### src/rtl/serial_ip_pkg.sv
// Shared types and width helpers for the bit-serial inner-product block.
package serial_ip_pkg;

  typedef enum logic [1:0] {
    IDLE  = 2'd0,
    RUN   = 2'd1,
    DRAIN = 2'd2,
    DONE  = 2'd3
  } state_t;

  // Ceiling log2; used with power-of-2 lane counts.
  function automatic int unsigned log2c(input int unsigned v);
    int unsigned r;
    r = 0;
    for (int unsigned i = 0; i < 32; i++) begin
      if ((32'd1 << i) < v) r = i + 1;
    end
    return r;
  endfunction

  // Adder-tree output width: synapse width plus one bit per tree level plus
  // one bit of headroom for the negated first slice.
  function automatic int unsigned tree_w(input int unsigned n, input int unsigned ti);
    return n + log2c(ti) + 1;
  endfunction

  // Accumulator width: tree width plus one bit per neuron bit-slice.
  function automatic int unsigned acc_w(input int unsigned n, input int unsigned ti,
                                        input int unsigned pmax);
    return n + log2c(ti) + pmax + 1;
  endfunction

  localparam int unsigned TREE_W = tree_w(16, 16);
  localparam int unsigned ACC_W  = acc_w(16, 16, 16);

endpackage

### src/rtl/serial_adder_tree.sv
// TI-input pipelined adder tree with a single register stage at mid-depth.
// A valid tag follows the data through the register stage.
module serial_adder_tree
  import serial_ip_pkg::*;
#(
  parameter int unsigned N  = 16,
  parameter int unsigned TI = 16
) (
  input  logic                       clk,
  input  logic                       reset,
  input  logic                       i_valid,
  input  logic [TI*tree_w(N,TI)-1:0] i_data,
  output logic                       o_valid,
  output logic [tree_w(N,TI)-1:0]    o_sum
);

  localparam int unsigned W   = tree_w(N, TI);
  localparam int unsigned LV  = log2c(TI);
  localparam int unsigned MID = (LV + 1) / 2;

  logic r_vld;

  for (genvar k = 0; k <= LV; k++) begin : g_lvl
    logic [W-1:0] w_node [TI>>k];
    if (k == 0) begin : g_in
      for (genvar j = 0; j < TI; j++) begin : g_j
        assign w_node[j] = i_data[j*W +: W];
      end
    end else begin : g_sum
      for (genvar j = 0; j < (TI >> k); j++) begin : g_j
        if (k == MID) begin : g_reg
          logic [W-1:0] r_sum;
          // Mid-depth pipeline register for partial sums.
          always_ff @(posedge clk) begin
            if (reset) r_sum <= '0;
            else       r_sum <= g_lvl[k-1].w_node[2*j] + g_lvl[k-1].w_node[2*j+1];
          end
          assign w_node[j] = r_sum;
        end else begin : g_add
          assign w_node[j] = g_lvl[k-1].w_node[2*j] + g_lvl[k-1].w_node[2*j+1];
        end
      end
    end
  end

  // Valid tag matching the single register stage.
  always_ff @(posedge clk) begin
    if (reset) r_vld <= 1'b0;
    else       r_vld <= i_valid;
  end

  assign o_valid = r_vld;
  assign o_sum   = g_lvl[LV].w_node[0];

endmodule

### src/rtl/serial_ip_prec.sv
// Bit-serial precision inner product: TI lanes, neuron bits MSB first,
// shift-accumulate of adder-tree sums, plus a latched partial sum.
// Optional macro SERIAL_IP_PREC_SATURATE_EN: clamp result to N-bit signed
// range instead of wrapping.
module serial_ip_prec
  import serial_ip_pkg::*;
#(
  parameter int unsigned N    = 16,
  parameter int unsigned TI   = 16,
  parameter int unsigned PMAX = 16
) (
  input  logic            clk,
  input  logic            reset,
  input  logic            i_start,
  input  logic [4:0]      i_precision,
  input  logic            i_signed,
  input  logic [N-1:0]    i_nbout,
  input  logic            i_valid,
  output logic            o_ready,
  input  logic [TI-1:0]   i_neurons,
  input  logic [TI*N-1:0] i_synapses,
  output logic [N-1:0]    o_result,
  output logic            o_valid,
  input  logic            i_result_ready,
  output logic            o_busy
);

  localparam int unsigned TW = tree_w(N, TI);
  localparam int unsigned AW = acc_w(N, TI, PMAX);
  localparam logic [4:0] PMAX_P = 5'(PMAX);

  state_t          r_state;
  logic [4:0]      r_peff;
  logic [4:0]      r_cnt;
  logic [1:0]      r_dcnt;
  logic            r_sgn;
  logic [N-1:0]    r_nbout;
  logic [AW-1:0]   r_acc;
  logic            r_ready;
  logic            r_valid;
  logic [N-1:0]    r_result;

  logic            w_accept;
  logic            w_neg;
  logic [4:0]      w_peff;
  logic [TW-1:0]   w_lane;
  logic [TI*TW-1:0] w_prod;
  logic            w_tvld;
  logic [TW-1:0]   w_tsum;
  logic [N-1:0]    w_red;

  assign w_accept = (r_state == RUN) && i_valid && r_ready;
  assign w_neg    = r_sgn && (r_cnt == 5'd0);
  assign w_peff   = ((i_precision == 5'd0) || (i_precision > PMAX_P)) ? PMAX_P : i_precision;

  // Per-lane gated, sign-extended synapse; first signed slice is negated.
  always_comb begin
    w_lane = '0;
    w_prod = '0;
    for (int unsigned i = 0; i < TI; i++) begin
      w_lane = TW'($signed(i_synapses[i*N +: N])) & {TW{i_neurons[i]}};
      if (w_neg) w_lane = -w_lane;
      w_prod[i*TW +: TW] = w_lane;
    end
  end

  serial_adder_tree #(
    .N  (N),
    .TI (TI)
  ) u_tree (
    .clk     (clk),
    .reset   (reset),
    .i_valid (w_accept),
    .i_data  (w_prod),
    .o_valid (w_tvld),
    .o_sum   (w_tsum)
  );

`ifdef SERIAL_IP_PREC_SATURATE_EN
  localparam logic signed [AW:0] MAXV = {{(AW + 2 - N){1'b0}}, {(N-1){1'b1}}};
  localparam logic signed [AW:0] MINV = ~MAXV;
  logic signed [AW:0] w_full;
  assign w_full = $signed({r_acc[AW-1], r_acc}) + (AW+1)'($signed(r_nbout));
  assign w_red  = (w_full > MAXV) ? MAXV[N-1:0] :
                  (w_full < MINV) ? MINV[N-1:0] : w_full[N-1:0];
`else
  assign w_red = r_acc[N-1:0] + r_nbout;
`endif

  // Control FSM, accumulator and registered outputs. DRAIN counts two edges
  // after the last slice: one for the tree register, one to form the result.
  always_ff @(posedge clk) begin
    if (reset) begin
      r_state  <= IDLE;
      r_peff   <= '0;
      r_cnt    <= '0;
      r_dcnt   <= '0;
      r_sgn    <= 1'b0;
      r_nbout  <= '0;
      r_acc    <= '0;
      r_ready  <= 1'b0;
      r_valid  <= 1'b0;
      r_result <= '0;
    end else begin
      if (w_tvld) r_acc <= (r_acc << 1) + AW'($signed(w_tsum));
      case (r_state)
        IDLE: begin
          if (i_start) begin
            r_peff  <= w_peff;
            r_sgn   <= i_signed;
            r_nbout <= i_nbout;
            r_acc   <= '0;
            r_cnt   <= '0;
            r_ready <= 1'b1;
            r_state <= RUN;
          end
        end
        RUN: begin
          if (w_accept) begin
            r_cnt <= r_cnt + 5'd1;
            if (r_cnt == r_peff - 5'd1) begin
              r_ready <= 1'b0;
              r_dcnt  <= '0;
              r_state <= DRAIN;
            end
          end
        end
        DRAIN: begin
          r_dcnt <= r_dcnt + 2'd1;
          if (r_dcnt == 2'd1) r_result <= w_red;
          if (r_dcnt == 2'd2) begin
            r_valid <= 1'b1;
            r_state <= DONE;
          end
        end
        DONE: begin
          if (i_result_ready) begin
            r_valid <= 1'b0;
            if (i_start) begin
              r_peff  <= w_peff;
              r_sgn   <= i_signed;
              r_nbout <= i_nbout;
              r_acc   <= '0;
              r_cnt   <= '0;
              r_ready <= 1'b1;
              r_state <= RUN;
            end else begin
              r_state <= IDLE;
            end
          end
        end
        default: r_state <= IDLE;
      endcase
    end
  end

  assign o_ready  = r_ready;
  assign o_valid  = r_valid;
  assign o_result = r_result;
  assign o_busy   = (r_state != IDLE);

endmodule

### config.mk
export PLATFORM = sky130hd
export DESIGN_NAME = serial_ip_prec
export DESIGN_NICKNAME = d
export VERILOG_FILES = /design/src/rtl/serial_ip_pkg.sv /design/src/rtl/serial_adder_tree.sv /design/src/rtl/serial_ip_prec.sv
export SDC_FILE = /design/constraint.sdc
export NUM_CORES = 1
export LEC_CHECK = 0
export ABC_AREA = 1
export CAP_MARGIN = 20
export CELL_PAD_IN_SITES_DETAIL_PLACEMENT = 1
export CELL_PAD_IN_SITES_GLOBAL_PLACEMENT = 2
export CORE_MARGIN = 10
export CORE_UTILIZATION = 31
export DETAILED_ROUTE_END_ITERATION = 16
export PLACE_DENSITY = 0.91
export SLEW_MARGIN = 30
export SYNTH_ARGS = -nofsm -noshare
export SYNTH_HDL_FRONTEND = slang
export SYNTH_SLANG_ARGS = --single-unit
### constraint.sdc
create_clock -name clk -period 5 [get_ports clk]
set_input_delay 0.75 -clock clk [delete_from_list [all_inputs] [get_ports clk]]
set_output_delay 0.75 -clock clk [all_outputs]
set_load 0.05 [all_outputs]
* After elaboration in Yosys (flattened, before gate mapping)
Cells that the tools add are included.
** Word-level totals
- Output and inout bits :: 19
- Input bits :: 299
- Bits in registers :: 171
- Word-level logic and storage cells :: 150
** Cells by class
- Add/sub/neg operators :: 36
- Reductions and logical operators :: 19
- Equality and inequality tests :: 11
- Order comparisons :: 1
- Multiplexer cells :: 52
- Bitwise logic cells :: 16
** Operators with widths (number)
- AND 21 bit :: 16
- two-way mux 21 bit :: 16
- negation 21 bit :: 16
- adder 21 bit :: 15
- two-way mux 37 bit :: 3
- one-hot mux 37 bit (2 select lines) :: 1
- adder 37 bit :: 1
- two-way mux 16 bit :: 2
- one-hot mux 16 bit (2 select lines) :: 1
- two-way mux 5 bit :: 6
- adder 16 bit :: 1
- one-hot mux 5 bit (3 select lines) :: 1
- two-way mux 2 bit :: 7
- logical NOT 5 bit :: 2
- one-hot mux 5 bit (2 select lines) :: 1
- two-way mux 1 bit :: 9
- AND reduction 3 bit :: 3
- one-hot mux 2 bit (4 select lines) :: 1
- nonzero test 2 bit :: 4
- == test 2 bit (second input constant) :: 3
- inequality test 2 bit (second input constant) :: 3
- adder 5 x 1 -> 5 bit (second input constant) :: 1
- == test 5 bit :: 1
- > comparator 5 bit (second input constant) :: 1
- other kinds (14) :: 20

* Logic depth before layout (Yosys ltp)
- Word-level depth :: 7
- Gate-level depth with buffers :: 27
- Gate-level depth less buffers :: 25

* Cells and area by module
A second synthesis with hierarchy kept.
** Unflattened totals
- Cells, all modules :: 4306
- Area, all modules :: 25991.2 µm²
** Modules (own cells, without submodules)
- serial_adder_tree :: area an instance 13979.7 µm², cells each 2044, times used 1
- serial_ip_prec :: area an instance 12011.5 µm², cells each 2262, times used 1

* Worst setup path after synthesis
OpenSTA, ideal clock, no wires.
- Path type :: input-to-reg
- Start point :: input i_neurons[4]
- End point :: register u_tree.g_lvl[2].g_sum.g_j[1].g_reg.r_sum[15]
- Arrival :: 4318 ps
- Setup slack :: 567 ps
- Data required time :: 4885 ps
- Cell stages on the path :: 23
- Cells stage by stage :: buf_6 > nand2_1 > ha_1 > nand3_1 > a21oi_1 > nand4_1 > o41ai_1 > xor2_1 > inv_1 > fa_1 > fa_1 > ha_1 > inv_1 > nor3_1 > nand3_1 > nand3_1 > nand2_1 > inv_1 > nor2_1 > o21bai_1 > nand3_2 > nand2_1 > nor2_1
** On the way
- Cells in the longest elaborated chain, start to end :: 5
** Ends and longest elaborated chain
- from (decl) :: RTL line serial_ip_prec.sv:20 : input logic [TI-1:0] i_neurons,
- AND 21 bit * :: RTL line serial_ip_prec.sv:61 : w_lane = TW'($signed(i_synapses[i*N +: N])) & {TW{i_neurons[i]}};
- negation 21 bit :: RTL line serial_ip_prec.sv:62 : if (w_neg) w_lane = -w_lane;
- two-way mux 21 bit * :: RTL line serial_ip_prec.sv:62
- adder 21 bit * :: RTL line serial_adder_tree.sv:40 : assign w_node[j] = g_lvl[k-1].w_node[2*j] + g_lvl[k-1].w_node[2*j+1];
- adder 21 bit * :: RTL line serial_adder_tree.sv:36 : else r_sum <= g_lvl[k-1].w_node[2*j] + g_lvl[k-1].w_node[2*j+1];
- to (signal assigned) :: RTL line serial_adder_tree.sv:36
- to (decl) :: RTL line serial_adder_tree.sv:32 : logic [W-1:0] r_sum;
Mark *: on every way between the ends. The rest lies on a longest branch, timed or not.
A chain may end at the register's enable or synchronous reset.

* Worst setup path after layout
- Start point :: input i_synapses[65]
- End point :: register u_tree.g_lvl[2].g_sum.g_j[1].g_reg.r_sum[15]
** On the way
- Cells in the longest elaborated chain, start to end :: 5
** Ends and longest elaborated chain
- from (decl) :: RTL line serial_ip_prec.sv:21 : input logic [TI*N-1:0] i_synapses,
- AND 21 bit * :: RTL line serial_ip_prec.sv:61
- negation 21 bit :: RTL line serial_ip_prec.sv:62
- two-way mux 21 bit * :: RTL line serial_ip_prec.sv:62
- adder 21 bit * :: RTL line serial_adder_tree.sv:40
- adder 21 bit * :: RTL line serial_adder_tree.sv:36
Marks and branches as above.

==> results.toml <==
[drt]
vias = 19118
wl_per_cell_um = 17.17
drc_errors = 0
wl_mm = 67.84
drtAntennaViolNets = 0
first_pass_iters = 5
vias_per_cell = 4.838
drt-initial-drc-count = 705

[setup_path]
cp_data_required_time_ns = 5.31
reg2reg_slack_ns = 0.33
r2r-end = "u_tree.g_lvl[2].g_sum.g_j[1].g_reg.r_sum[15]"
reg2regPathDepth = 25
critPathKind = "primary input to flip-flop"
cp-end-kind = "flip-flop"
arrival_ns = 5.05
cp_max_fo = 3
start_kind = "primary input"
r2r-start = "r_cnt[0]"

[clocking]
clk_pin_slew_ns = 0.07
cts.sinks = 130
numCtsBuffers = 17
ctsHoldBuffers = 0
cts_tree = "built"
clockRootBuffer = "clkbuf_16"
clkLatencyLatePin_ns = 0.42
clockBufferDepth = 2
post_cts_buffers = 0
htree_levels = 4

[synthesis]
synth.top_cell.area_share_pct = 16.02
netlist_instances = 2754
synthMuxAreaShare_pct = 0
syn_avg_cell_area_sq_um = 6.898
yosysUniqueCellTypes = 61
synthSimpleGateAreaFrac_pct = 25.51
synth-seq-cells = 130
synth_compound_area_share_pct = 13.80
synth_adder_area_share_pct = 24.78
synthXorXnorAreaFrac_pct = 11.90
synth_top_family_by_area = "simple AND/OR/NAND/NOR gates"
synth_commonest_cells = "637 x nand2_1, 380 x inv_1, 229 x nor2_1"
synth_most_common_cell = "nand2_1"
synth_seq_area_share_pct = 13.70
postSynth.asyncResetShare_pct = 0
synth_top_area_cell = "fa_1"
synth_edf_count = 0
ys.flop_type = "dfxtp_1"
yosys_warnings = 0
synthesis.area_sq_um = 19000
syn-num-nets = 3338
synthTopCellsByArea = "fa_1 16%, dfxtp_1 14%, nand2_1 13%"

[die]
rows = 90
ioPinCount = 318
fp.dieH_um = 267.5
die_w_um = 267.5
design.die.area_sq_um = 71580
start_util_pct = 31.41
core_area_sq_um = 60470

[final_layout]
fin_nets = 3741
n_antenna_cell = 0
layout-drive-gt1-share_pct = 8.959
synthToLayoutAreaGrowth_pct = 29.40

[sta]
max_freq_mhz = 211.2
holdWs_ns = 0.4894
slew_headroom_pct = 37.95
tightest_slew_ns = 0.9295
fin_setup_tns_ns = 0
skew_ns = 0.01221
hold_viol_final = 0
period_share_pct = 94.70
setup_viol = 0
fin_crit_ns = 4.735
rsz0062_at_grt = "true"
maxSlewViolCount = 0
setup_ws_ns = 0.2648

[min_path]
hold_path_end = "r_dcnt[0]"
worstHoldStart = "r_dcnt[0]"
min_path_cells = 2
min_path_type = "flip-flop to flip-flop"

[global_route]
grt.total_usage_pct = 18.74
grt_overflow = 0
first_global_vias = 21605
antenna_found_initial = 0
grt_pass1_wl_mm = 110.3
grt_max_degree = 78

[run]
max-cap-violations = 0

[status]
status = "finished, final reports clean"

[placed_design]
gp_congestion = 0.8724
dp_hpwl_mm = 59.49
place_worst_setup_slack_ns = -0.4837
port_buffers = 317
-- layout make-up --
cell class / instances / area, sq um
Fill cell: 7610 / 35890
Multi-Input combinational cell: 2154 / 14570
Timing Repair Buffer: 465 / 4382
Sequential cell: 130 / 2603
Inverter: 389 / 1460
Tap cell: 782 / 978.4
Clock buffer: 19 / 432.9
Clock inverter: 13 / 153.9
-- worst max path at each step --
stage	from	end	slack, ns	cells past startpoint
2_1_floorplan	i_neurons[4]	u_tree.g_lvl[2].g_sum.g_j[1].g_reg.r_sum[15]	0.57	23
5_1_grt	r_cnt[0]	u_tree.g_lvl[2].g_sum.g_j[1].g_reg.r_sum[15]	-0.001	25
3_3_place_gp	i_neurons[4]	u_tree.g_lvl[2].g_sum.g_j[1].g_reg.r_sum[15]	-0.21	24
6_report	i_synapses[65]	u_tree.g_lvl[2].g_sum.g_j[1].g_reg.r_sum[15]	0.26	24
3_5_place_dp	i_neurons[4]	u_tree.g_lvl[2].g_sum.g_j[1].g_reg.r_sum[15]	-0.48	24
4_1_cts	i_neurons[4]	u_tree.g_lvl[2].g_sum.g_j[1].g_reg.r_sum[15]	0.06	24
-- timing repair --
action | in CTS | in global routing
setup endpoints to repair | 1 | 18
gates resized for setup | 2 | 33
pin swaps | 1 | 13
hold endpoints to repair | 0 | 0
-- registers in the layout, summed over array words and instances (netlist names) --
| signal | flops |
|---|---|
| r_sgn | 1 |
| r_peff | 5 |
| r_acc | 16 |
| u_tree.g_lvl.g_sum.g_j.g_reg.r_sum | 64 |
| o_ready | 1 |
| r_dcnt | 2 |
| o_result | 16 |
| u_tree.o_valid | 1 |
| r_nbout | 16 |
| r_cnt | 5 |
| r_state | 2 |
| o_valid | 1 |
-- routing by layer --
metal  vias to the layer above  track usage, %  routed length (um)
met5                         -               0                   0
met4                         0           3.267                 867
met3                        50           2.045                1858
met2                       269           34.88               34580
met1                      9199           23.00               30540
li1                       9600               -                   -
-- worst max-delay path, stage by stage --
cell and delay (ns):
clkdlybuf4s50_1 0.42, nand2_2 0.11, ha_4 0.15, nand3_2 0.09, a21oi_2 0.15, nand4_1 0.24, o41ai_2 0.36, buf_4 0.17
xor2_1 0.13, inv_1 0.07, fa_1 0.48, fa_1 0.52, ha_4 0.30, inv_1 0.06, nor3_2 0.21, nand3_1 0.10
nand3_1 0.11, nand2_1 0.06, inv_1 0.07, nor2_1 0.04, o21bai_1 0.23, nand3_2 0.09, nand2_1 0.06, nor2_1 0.05
-- per-stage QoR --
| stage | instances | utilization, % | instance area (sq um) |
|---|---|---|---|
| 6_report | 3952 | 40.65 | 24580 |
| 5_1_grt | 3952 | 40.65 | 24580 |
| 4_1_cts | 3952 | 40.41 | 24430 |
| 3_5_place_dp | 3920 | 39.41 | 23830 |
| 3_3_place_gp | 3920 | 39.41 | 23830 |
| 2_1_floorplan | 2754 | - | 19000 |
-- cell families after synthesis --
kind of cell,Yosys count
and+or+nand+nor,1137
xor gates and xnor gates,258
buffers and inverters,470
AOI/OAI and AO/OA,474
DFF,130
adders and majority gates,285
-- cells in the final DEF, fill, tap and decap left out, types with 4 or more instances in the layout --
cell / synthesis / layout
fa_1: 152 / 152
a21oi_1: 190 / 186
o21ai_0: 184 / 181
xor2_1: 169 / 167
a21o_1: 7 / 7
nand3b_1: 12 / 12
buf_4: 5 / 142
a21oi_2: 1 / 5
nand2_2: 26 / 29
nor3_2: 1 / 5
dfxtp_1: 130 / 130
o211ai_1: 16 / 16
nor3_1: 26 / 22
clkbuf_16: 0 / 17
nor2_2: 14 / 14
nor2_1: 229 / 229
o31ai_1: 12 / 11
a211oi_1: 11 / 8
xnor2_1: 89 / 89
nand2_1: 637 / 634
clkinvlp_4: 0 / 4
clkdlybuf4s50_1: 0 / 314
nand4_1: 28 / 28
inv_2: 9 / 11
ha_1: 133 / 130
a31oi_1: 14 / 14
o21ai_1: 7 / 9
nand3_2: 5 / 7
buf_12: 0 / 4
nand3_1: 131 / 129
inv_1: 380 / 378
or2_2: 8 / 8
o21a_1: 9 / 9
o21bai_1: 5 / 5
Power is left out: the tool's default activity adds up to more than one toggle a clock period on the data nets, which glitch-free logic cannot reach.
==> RTL edit: new RTL, same settings <==
Encoding of `state_t`: now Gray code (2 bits for 4 states).
--- a/src/rtl/serial_ip_pkg.sv
+++ b/src/rtl/serial_ip_pkg.sv
@@ -2,10 +2,10 @@
 package serial_ip_pkg;
 
   typedef enum logic [1:0] {
-    IDLE  = 2'd0,
-    RUN   = 2'd1,
-    DRAIN = 2'd2,
-    DONE  = 2'd3
+    IDLE  = 2'b00,
+    RUN   = 2'b01,
+    DRAIN = 2'b11,
+    DONE  = 2'b10
   } state_t;
 
   // Ceiling log2; used with power-of-2 lane counts.
Formal check against the unedited RTL: same outputs for any inputs over 4 cycles, from zero or initial values and one cycle with reset high; so few cycles prove little.
==> RTL edit against the unedited design <==
Sequential cell count is the same; worst hold slack lost 0.018 ns; routed wire length shrank 5.6%; area after synthesis grew 0.71%; setup slack gained 0.083 ns; count of clock-buffer cells in the layout shrank 1; cell area shrank 0.42%; synthesized cell count grew 1.3%; critical path type unchanged.
==> RTL edit: results (changes against the unedited design) <==
metric	value	unit	change
drtPass1Iterations	5		unchanged
synth.yosys.seq_area_share	13.6	%	-0.097 points
critical_path.top_delay_family	simple AND/OR/NAND/NOR gates		
cp_max_fo	13		+10
drive_gt1_share	8.34	%	-0.62 points
cts_buffers	17		unchanged
vias_per_cell	4.70		-2.9%
finish.net_count	3779		+1.0%
synth.distinct_cells	53		-13%
syn_nets	3371		+0.99%
synth.area.top_cells	sky130_fd_sc_hd__fa_1 (16%), sky130_fd_sc_hd__dfxtp_1 (14%), sky130_fd_sc_hd__nand2_1 (12%), sky130_fd_sc_hd__ha_1 (8.4%), sky130_fd_sc_hd__xor2_1 (8.3%)		
asr_flop_ratio_synth	0	%	unchanged
yosys_warnings	0		unchanged
grt.total_usage	17.8	%	-0.98 points
final.fill_count	7860		+3.3%
crit_path_max_incr_delay	0.53	ns	
timing.critical_path.slowest_stage_cell	sky130_fd_sc_hd__clkdlybuf4s50_1		
place.port_buffers	317		unchanged
grt_start_max_net_pins	72		-7.7%
vdd.ir_drop.worst	0.000397	V	
cp.arrival	4.97	ns	-0.08 ns
detailedPlacementHpwl	56200	µm	-5.6%
dpl_cell_area	0.0239	mm²	+0.23%
registers.top_by_ff_count	u_tree.g_lvl.g_sum.g_j.g_reg.r_sum		
detail_route.iter0.violations	757		+7.4%
static-leakage-power	12.0	nW	
clock_buffer_depth	2		unchanged
skew	0.0104	ns	-0.00181 ns
final_wirelength	64100	µm	-5.6%
number_of_flip_flops_under_the_largest_register_name	64		unchanged
path_type_of_the_worst_min_delay_path	register to register		
run_status	completed		
weighted_congestion_at_the_end_of_routability_driven_global_placement	0.870		-0.25%
clk_latency	0.43	ns	
cts.clk_slew.worst_paths	0.06	ns	
synth_ff_type	sky130_fd_sc_hd__dfxtp_1		
tightestPinTransition	0.858	ns	-0.0714 ns
post_synth_most_frequent_cells	sky130_fd_sc_hd__nand2_1 (635), sky130_fd_sc_hd__inv_1 (404), sky130_fd_sc_hd__nor2_1 (232)		
vias_in_the_first_global_route	20376		-5.7%
h-tree-depth	4		unchanged
root_buffer	sky130_fd_sc_hd__clkbuf_16		
grt_antenna_before_repair	1		+1
antenna_cells_inserted	0		unchanged
grt_pass1_wl	104000	µm	-5.7%
[RTL edit: stage by stage]
step / setup WS, ns / util [%] / total power, mW / std cells / TNS (ns)
final: 0.348 / 39.9 / 13.3 / 4002 / 0
after global routing: 0.00287 / 39.9 / 15.2 / 4002 / 0
after CTS: 0.270 / 39.8 / 13.5 / 4000 / 0
after detailed placement: -0.176 / 38.9 / 12.3 / 3968 / -0.458
after global placement: -0.0524 / 38.9 / 12.1 / 3968 / -0.0716
after floorplan: 0.647 / - / 9.09 / 2791 / 0
[RTL edit: kinds of logic (layout without fill, tap and decap cells)]
family	count (synthesis)	count (layout)	share of synthesized area [%]
AOI/OAI and AO/OA	485	485	13.7
xor gates and xnor gates	260	260	11.9
adders and majority gates	281	281	24.3
buffers and inverters	493	914	11.1
DFF	130	130	13.6
and+or+nand+nor	1142	1142	25.4
[RTL edit: layout make-up]
class / count / share of cell area (%)
flip-flops and latches: 130 / 10.6
inverters: 413 / 6.35
clock buffers: 18 / 1.79
clock inverters: 14 / 0.373
multi-input cells: 2168 / 59.0
repair buffers: 469 / 17.9
well taps: 790 / 4.04
[RTL edit: repair_timing]
item                                    in CTS  in global routing
endpoints found under the setup margin       0                  5
endpoints found under the hold margin        0                  0
hold buffers                                 0                  0
setup buffers                                0                  1
resized for setup                            0                 10
[RTL edit: path summary, 6_finish.rpt]
| check | start | end | slack, ns | depth (start not counted) |
|---|---|---|---|---|
| worst max-delay path | i_neurons[15] | u_tree.g_lvl[2].g_sum.g_j[3].g_reg.r_sum[15]$_SDFF_PP0_ | 0.35 | 26 |
| worst min-delay path | o_valid$_SDFFE_PP0P_ | o_valid$_SDFFE_PP0P_ | 0.47 | 2 |
| worst max register to register | r_cnt[0]$_SDFFE_PP0P_ | u_tree.g_lvl[2].g_sum.g_j[2].g_reg.r_sum[12]$_SDFF_PP0_ | 0.45 | 20 |
| worst min register to register | o_valid$_SDFFE_PP0P_ | o_valid$_SDFFE_PP0P_ | 0.47 | 2 |
[RTL edit: power breakdown]
group          internal (mW)  total [mW]  switching [mW]
clock network          0.640        1.12           0.481
registers               1.30        1.44           0.138
logic                   4.44        10.8            6.35
total                   6.38        13.3            6.97
[RTL edit: per-layer routing]
metal  track usage [%]  vias up  wire length (µm)
li1                  -     9690                 -
met1              22.5     8857             29900
met2              32.0      210             31500
met3              2.56       36              2110
met4              2.55        0               612
met5                 0        -                 0
